===== config.mk =====
export PLATFORM = sky130hd
export DESIGN_NAME = quad_xor_tester
export DESIGN_NICKNAME = d
export VERILOG_FILES = /design/src/rtl/xor_tester_pkg.sv /design/src/rtl/quad_xor_tester_sync_2ff.sv /design/src/rtl/quad_xor_tester.sv
export SDC_FILE = /design/constraint.sdc
export NUM_CORES = 1
export LEC_CHECK = 0
export CORE_MARGIN = 10
export CORE_UTILIZATION = 36
export CTS_CLUSTER_DIAMETER = 60
export DETAILED_ROUTE_END_ITERATION = 6
export PLACE_DENSITY_LB_ADDON = 0.12
export SKIP_CTS_REPAIR_TIMING = 1
export SLEW_MARGIN = 40
export SYNTH_ARGS = -nofsm -noshare
export SYNTH_HDL_FRONTEND = slang
export SYNTH_SLANG_ARGS = --single-unit

===== constraint.sdc =====
create_clock -name clk -period 2.91 [get_ports clk]
set_input_delay 0.291 -clock clk [delete_from_list [all_inputs] [get_ports clk]]
set_output_delay 0.291 -clock clk [all_outputs]
set_load 0.02 [all_outputs]

===== src/rtl/xor_tester_pkg.sv =====
// Shared types and helpers for the quad XOR gate self-tester.
package xor_tester_pkg;

  typedef enum logic [2:0] {
    IDLE   = 3'd0,
    DRIVE  = 3'd1,
    SETTLE = 3'd2,
    SAMPLE = 3'd3,
    DONE   = 3'd4
  } state_t;

  localparam int VEC_W      = 2;
  localparam int SETTLE_MIN = 3;
  localparam int SETTLE_MAX = 255;

  function automatic logic expected_y(input logic [VEC_W-1:0] vec);
    return vec[1] ^ vec[0];
  endfunction

  // Vector index applied to gate i on step k when gates are staggered.
  function automatic logic [VEC_W-1:0] rotate(input logic [VEC_W-1:0] k, input int i);
    return k + VEC_W'(i);
  endfunction

endpackage


===== src/rtl/quad_xor_tester_sync_2ff.sv =====
// Two-flop synchronizer for the asynchronous gate outputs; resets to zero.
module sync_2ff #(
  parameter int WIDTH = 4
) (
  input  logic             clk,
  input  logic             rst,
  input  logic [WIDTH-1:0] d,
  output logic [WIDTH-1:0] q
);

  logic [WIDTH-1:0] meta_r;

  // Two-stage capture of d into the clk domain.
  always_ff @(posedge clk) begin
    if (rst) begin
      meta_r <= '0;
      q      <= '0;
    end else begin
      meta_r <= d;
      q      <= meta_r;
    end
  end

endmodule


===== src/rtl/quad_xor_tester.sv =====
// Self-test engine for a quad 2-input XOR gate: walks the truth table, reports per-gate result.
// Build option XOR_TESTER_STAGGER_EN rotates the vector per gate to expose output bridging.
module quad_xor_tester
  import xor_tester_pkg::*;
#(
  parameter int SETTLE_CYCLES = 4
) (
  input  logic       clk,
  input  logic       rst,
  input  logic       start,
  output logic [3:0] a_out,
  output logic [3:0] b_out,
  input  logic [3:0] y_in,
  output logic       busy,
  output logic       done,
  output logic       pass,
  output logic [3:0] fail_mask,
  output logic [1:0] vec_idx
);

  localparam int SETTLE_EFF = (SETTLE_CYCLES < SETTLE_MIN) ? SETTLE_MIN :
                              (SETTLE_CYCLES > SETTLE_MAX) ? SETTLE_MAX : SETTLE_CYCLES;
  localparam logic [7:0] SETTLE_LOAD = 8'(SETTLE_EFF - 1);

  state_t     state_r;
  logic [7:0] cnt_r;
  logic [3:0] sync_y_s;
  logic [3:0] vec_a_s;
  logic [3:0] vec_b_s;
  logic [3:0] exp_y_s;
  logic [1:0] gate_vec_s;

  sync_2ff #(.WIDTH(4)) u_sync (
    .clk (clk),
    .rst (rst),
    .d   (y_in),
    .q   (sync_y_s)
  );

  // Per-gate stimulus and expected output for the current step.
  always_comb begin
    vec_a_s    = 4'b0000;
    vec_b_s    = 4'b0000;
    exp_y_s    = 4'b0000;
    gate_vec_s = 2'b00;
    for (int i = 0; i < 4; i++) begin
`ifdef XOR_TESTER_STAGGER_EN
      gate_vec_s = rotate(vec_idx, i);
`else
      gate_vec_s = vec_idx;
`endif
      vec_a_s[i] = gate_vec_s[1];
      vec_b_s[i] = gate_vec_s[0];
      exp_y_s[i] = expected_y(gate_vec_s);
    end
  end

  // Test sequencer with registered outputs.
  always_ff @(posedge clk) begin
    if (rst) begin
      state_r   <= IDLE;
      cnt_r     <= 8'd0;
      a_out     <= 4'b0000;
      b_out     <= 4'b0000;
      busy      <= 1'b0;
      done      <= 1'b0;
      pass      <= 1'b0;
      fail_mask <= 4'b0000;
      vec_idx   <= 2'd0;
    end else begin
      case (state_r)
        IDLE: begin
          done <= 1'b0;
          if (start) begin
            busy      <= 1'b1;
            fail_mask <= 4'b0000;
            pass      <= 1'b0;
            vec_idx   <= 2'd0;
            state_r   <= DRIVE;
          end else begin
            state_r   <= IDLE;
          end
        end
        DRIVE: begin
          a_out   <= vec_a_s;
          b_out   <= vec_b_s;
          cnt_r   <= SETTLE_LOAD;
          state_r <= SETTLE;
        end
        SETTLE: begin
          if (cnt_r == 8'd0) begin
            state_r <= SAMPLE;
          end else begin
            cnt_r   <= cnt_r - 8'd1;
          end
        end
        SAMPLE: begin
          fail_mask <= fail_mask | (sync_y_s ^ exp_y_s);
          if (vec_idx == 2'd3) begin
            state_r <= DONE;
          end else begin
            vec_idx <= vec_idx + 2'd1;
            state_r <= DRIVE;
          end
        end
        DONE: begin
          done    <= 1'b1;
          busy    <= 1'b0;
          pass    <= (fail_mask == 4'b0000);
          a_out   <= 4'b0000;
          b_out   <= 4'b0000;
          state_r <= IDLE;
        end
        default: begin
          state_r <= IDLE;
        end
      endcase
    end
  end

endmodule


==> reports/metrics.csv <==
stage,metric,value,unit
run_status,status,"complete, no violations",
route,vias,1073,
clocking,clock_latency,0.28,ns
power_and_ir_drop,p_int,1.02,mW
placement,dpl_cell_area,1550,um2
grt,grt_pass1_wl,4.90,mm
finish,drive_gt1_frac,0.0788,
power_and_ir_drop,p_seq_frac,0.359,
floorplanning,start_util,0.369,
sta,setup_viol,0,
sta,fin_skew,0.00455,ns
floorplanning,die_x,80.8,um
placement,port_buffers,23,
synth,netlist.area_leader.share,0.451,
floorplanning,die_area,6530,um2
clocking,cts_tree,done,
sta,fmax,0.529,GHz
synth,yosysWarnings,0,
sta,setup_tns,0,ns
route,viasPerCell,5.04,
sta,min_period,1.89,ns
finish,area_growth_syn_to_layout,27.4,%
sta,tightestPinTransition,0.578,ns
clocking,path_clk_slew,0.06,ns
critical_path,cp.arrival,2.10,ns
synth,yosysUniqueCellTypes,32,
critical_path,crit_fanout,15,
clocking,numCtsBuffers,5,
synth,syn_avg_cell_area,9.06,um2
critical_path,start_kind,flip-flop,
synth,seq_area_frac_synth,0.451,
synth,synth_top_cell_by_area,dfxtp_1,
placement,hpwl,2.10,mm
power_and_ir_drop,leakage,0.656,nW
grt,grt_remaining_overflow,0,
critical_path,end_kind,flip-flop,
finish,fin_nets,173,
grt,grt_max_degree,19,
floorplanning,die_h,80.8,um
route,avgRoutedWirePerCell,13.3,um
route,drt-total-wl,2.83,mm
sta,hold_viol,0,
synth,syn_nets,156,
placement,place.gp.congestion,0.807,
min_path,hold_path.class,flip-flop to flip-flop,
critical_path,required,3.11,ns
route,first_pass_iters,4,
power_and_ir_drop,p_comb_frac,0.288,
finish,antennaDiodeCount,0,
synth,postSynthCellCount,147,
sta,min_period_over_period,0.650,
finish,final_area,1700,um2
synth,synthesis.area,1330,um2
floorplanning,boundaryPins,24,
critical_path,crit_type,flip-flop to flip-flop,
grt,grt_usage,0.0927,
sta,rsz0062_at_grt,no,
clocking,clk_path_buf_depth,2,
power_and_ir_drop,p_per_area,872,nW/um2
power_and_ir_drop,peakVddDrop,0.422,mV
grt,grt_pass1_vias,1090,
grt,antenna_found_initial,0,
floorplanning,rows,22,
synth,yosys-top-cells-area,"dfxtp_1, nor2b_1, a21oi_1",
synth,ys_ff_latch,30,
clocking,cts_max_level,2,
route,initialDrtViolationCount,82,
sta,relSlewSlack,0.614,
power_and_ir_drop,power_frac_clock,0.352,
clocking,root_buffer,clkbuf_8,
power_and_ir_drop,p_switching,457,uW
route,antenna_left,0,
floorplanning,core-area,3610,um2
route,drc,0,
clocking,cts_sinks,30,
sta,drv_slew,0,
power_and_ir_drop,swShare,0.309,
run,drv_cap,0,
-- cell families (layout without fill, tap and decap cells) --
family                   Yosys count  in the layout  share of synthesized area
AO/OA/AOI/OAI                     29             29                      0.148
XOR/XNOR                           5              5                     0.0329
adder cells (fa/ha/maj)            2              2                     0.0188
buffers and inverters             19             37                     0.0705
flip-flops                        30             30                      0.451
multiplexers                       3              3                     0.0226
AND/OR/NAND/NOR                   59             59                      0.257
-- sequential cells by signal, indices dropped and copies added, names as in the netlist, 2 cells and up --
signal,count
u_sync.meta_r,4
cnt_r,8
u_sync.q,4
state_r,3
vec_idx,2
fail_mask,4
-- final cells by class --
class | instances | area [um2]
Clock buffer | 6 | 82.6
Clock inverter | 2 | 60.1
Fill cell | 353 | 1910
Inverter | 5 | 18.8
Multi-Input combinational cell | 98 | 637
Sequential cell | 30 | 601
Tap cell | 48 | 60.1
Timing Repair Buffer | 24 | 238
-- cells in the mapped netlist (all sizes together) --
| library cell | instances |
|---|---|
| mux2i | 3 |
| a32oi | 1 |
| nand3b | 4 |
| a211o | 1 |
| or4 | 1 |
| or3 | 4 |
| xnor2 | 1 |
| nand2 | 6 |
| nor3 | 8 |
| a22oi | 3 |
| ha | 2 |
| a2bb2oi | 3 |
| nor2 | 12 |
| buf | 6 |
| clkbuf | 8 |
| o21ai | 5 |
| nor3b | 3 |
| or2 | 2 |
| a21oi | 11 |
| nor2b | 12 |
| nor4b | 2 |
| nor4 | 3 |
| o41ai | 1 |
| a2111oi | 1 |
| a211oi | 2 |
| or3b | 1 |
| nor4bb | 1 |
| inv | 5 |
| a2111o | 1 |
| xor2 | 4 |
| dfxtp | 30 |
-- worst max-delay path, stage by stage (launching register included) --
cell and delay [ns]:
dfxtp_1 0.61, xnor2_1 0.21, a2111o_1 0.45, or3b_1 0.39, a21oi_1 0.15
-- layer usage --
layer / track usage / up-vias / share of wire
li1: - / 547 / -
met1: 0.108 / 505 / 0.46
met2: 0.147 / 19 / 0.47
met3: 0.0408 / 2 / 0.064
met4: 0.0346 / 0 / 0.0060
met5: 0 / - / 0
-- path summary, 6_finish.rpt --
path	start	endpoint	slack, ns	depth (start not counted)
worst max-delay path	state_r[0]	cnt_r[5]	1.02	4
worst min register to register	u_sync.meta_r[2]	u_sync.q[2]	0.44	1
worst min-delay path	u_sync.meta_r[2]	u_sync.q[2]	0.44	1
worst max register to register	state_r[0]	cnt_r[5]	1.02	4
-- power by group through the flow --
| stage | Combinational [mW] | Sequential (mW) | Clock [mW] |
|---|---|---|---|
| final | 0.427 | 0.531 | 0.521 |
| after global routing | 0.476 | 0.546 | 0.553 |
| after CTS | 0.430 | 0.532 | 0.531 |
| after floorplan | 0.353 | 0.512 | 0 |
| after global placement | 0.412 | 0.538 | 0 |
| after detailed placement | 0.426 | 0.542 | 0 |
-- through the flow --
step | hold WS (ns) | worst slack (ns) | util | std cells | power, mW
CTS | 0.448 | 1.03 | 0.471 | 213 | 1.49
detailed placement | 0.428 | 1.05 | 0.431 | 205 | 0.968
global placement | 0.422 | 1.07 | 0.431 | 205 | 0.950
floorplan | 0.414 | 1.19 | - | 147 | 0.865
finish | 0.441 | 1.02 | 0.471 | 213 | 1.48
global route | 0.461 | 0.856 | 0.471 | 213 | 1.57
-- cell usage in the layout, fill, tap and decap left out --
cell type         n
a2111o_1          1
a2111oi_2         1
a211o_1           1
a211oi_1          2
a21oi_1          11
a22oi_1           3
a2bb2oi_1         3
a32oi_1           1
buf_4             1
bufinv_16         2
clkbuf_8          6
clkdlybuf4s50_1  23
dfxtp_1          30
ha_1              2
inv_1             5
mux2i_1           3
nand2_1           6
nand3b_1          4
nor2_1           12
nor2b_1          12
nor3_1            8
nor3b_1           3
nor4_1            3
nor4b_1           1
nor4b_2           1
nor4bb_1          1
o21ai_0           5
o41ai_1           1
or2_2             2
or3_1             4
or3b_1            1
or4_1             1
xnor2_1           1
xor2_1            4
No activity file was read; power rests on OpenSTA's default activity.
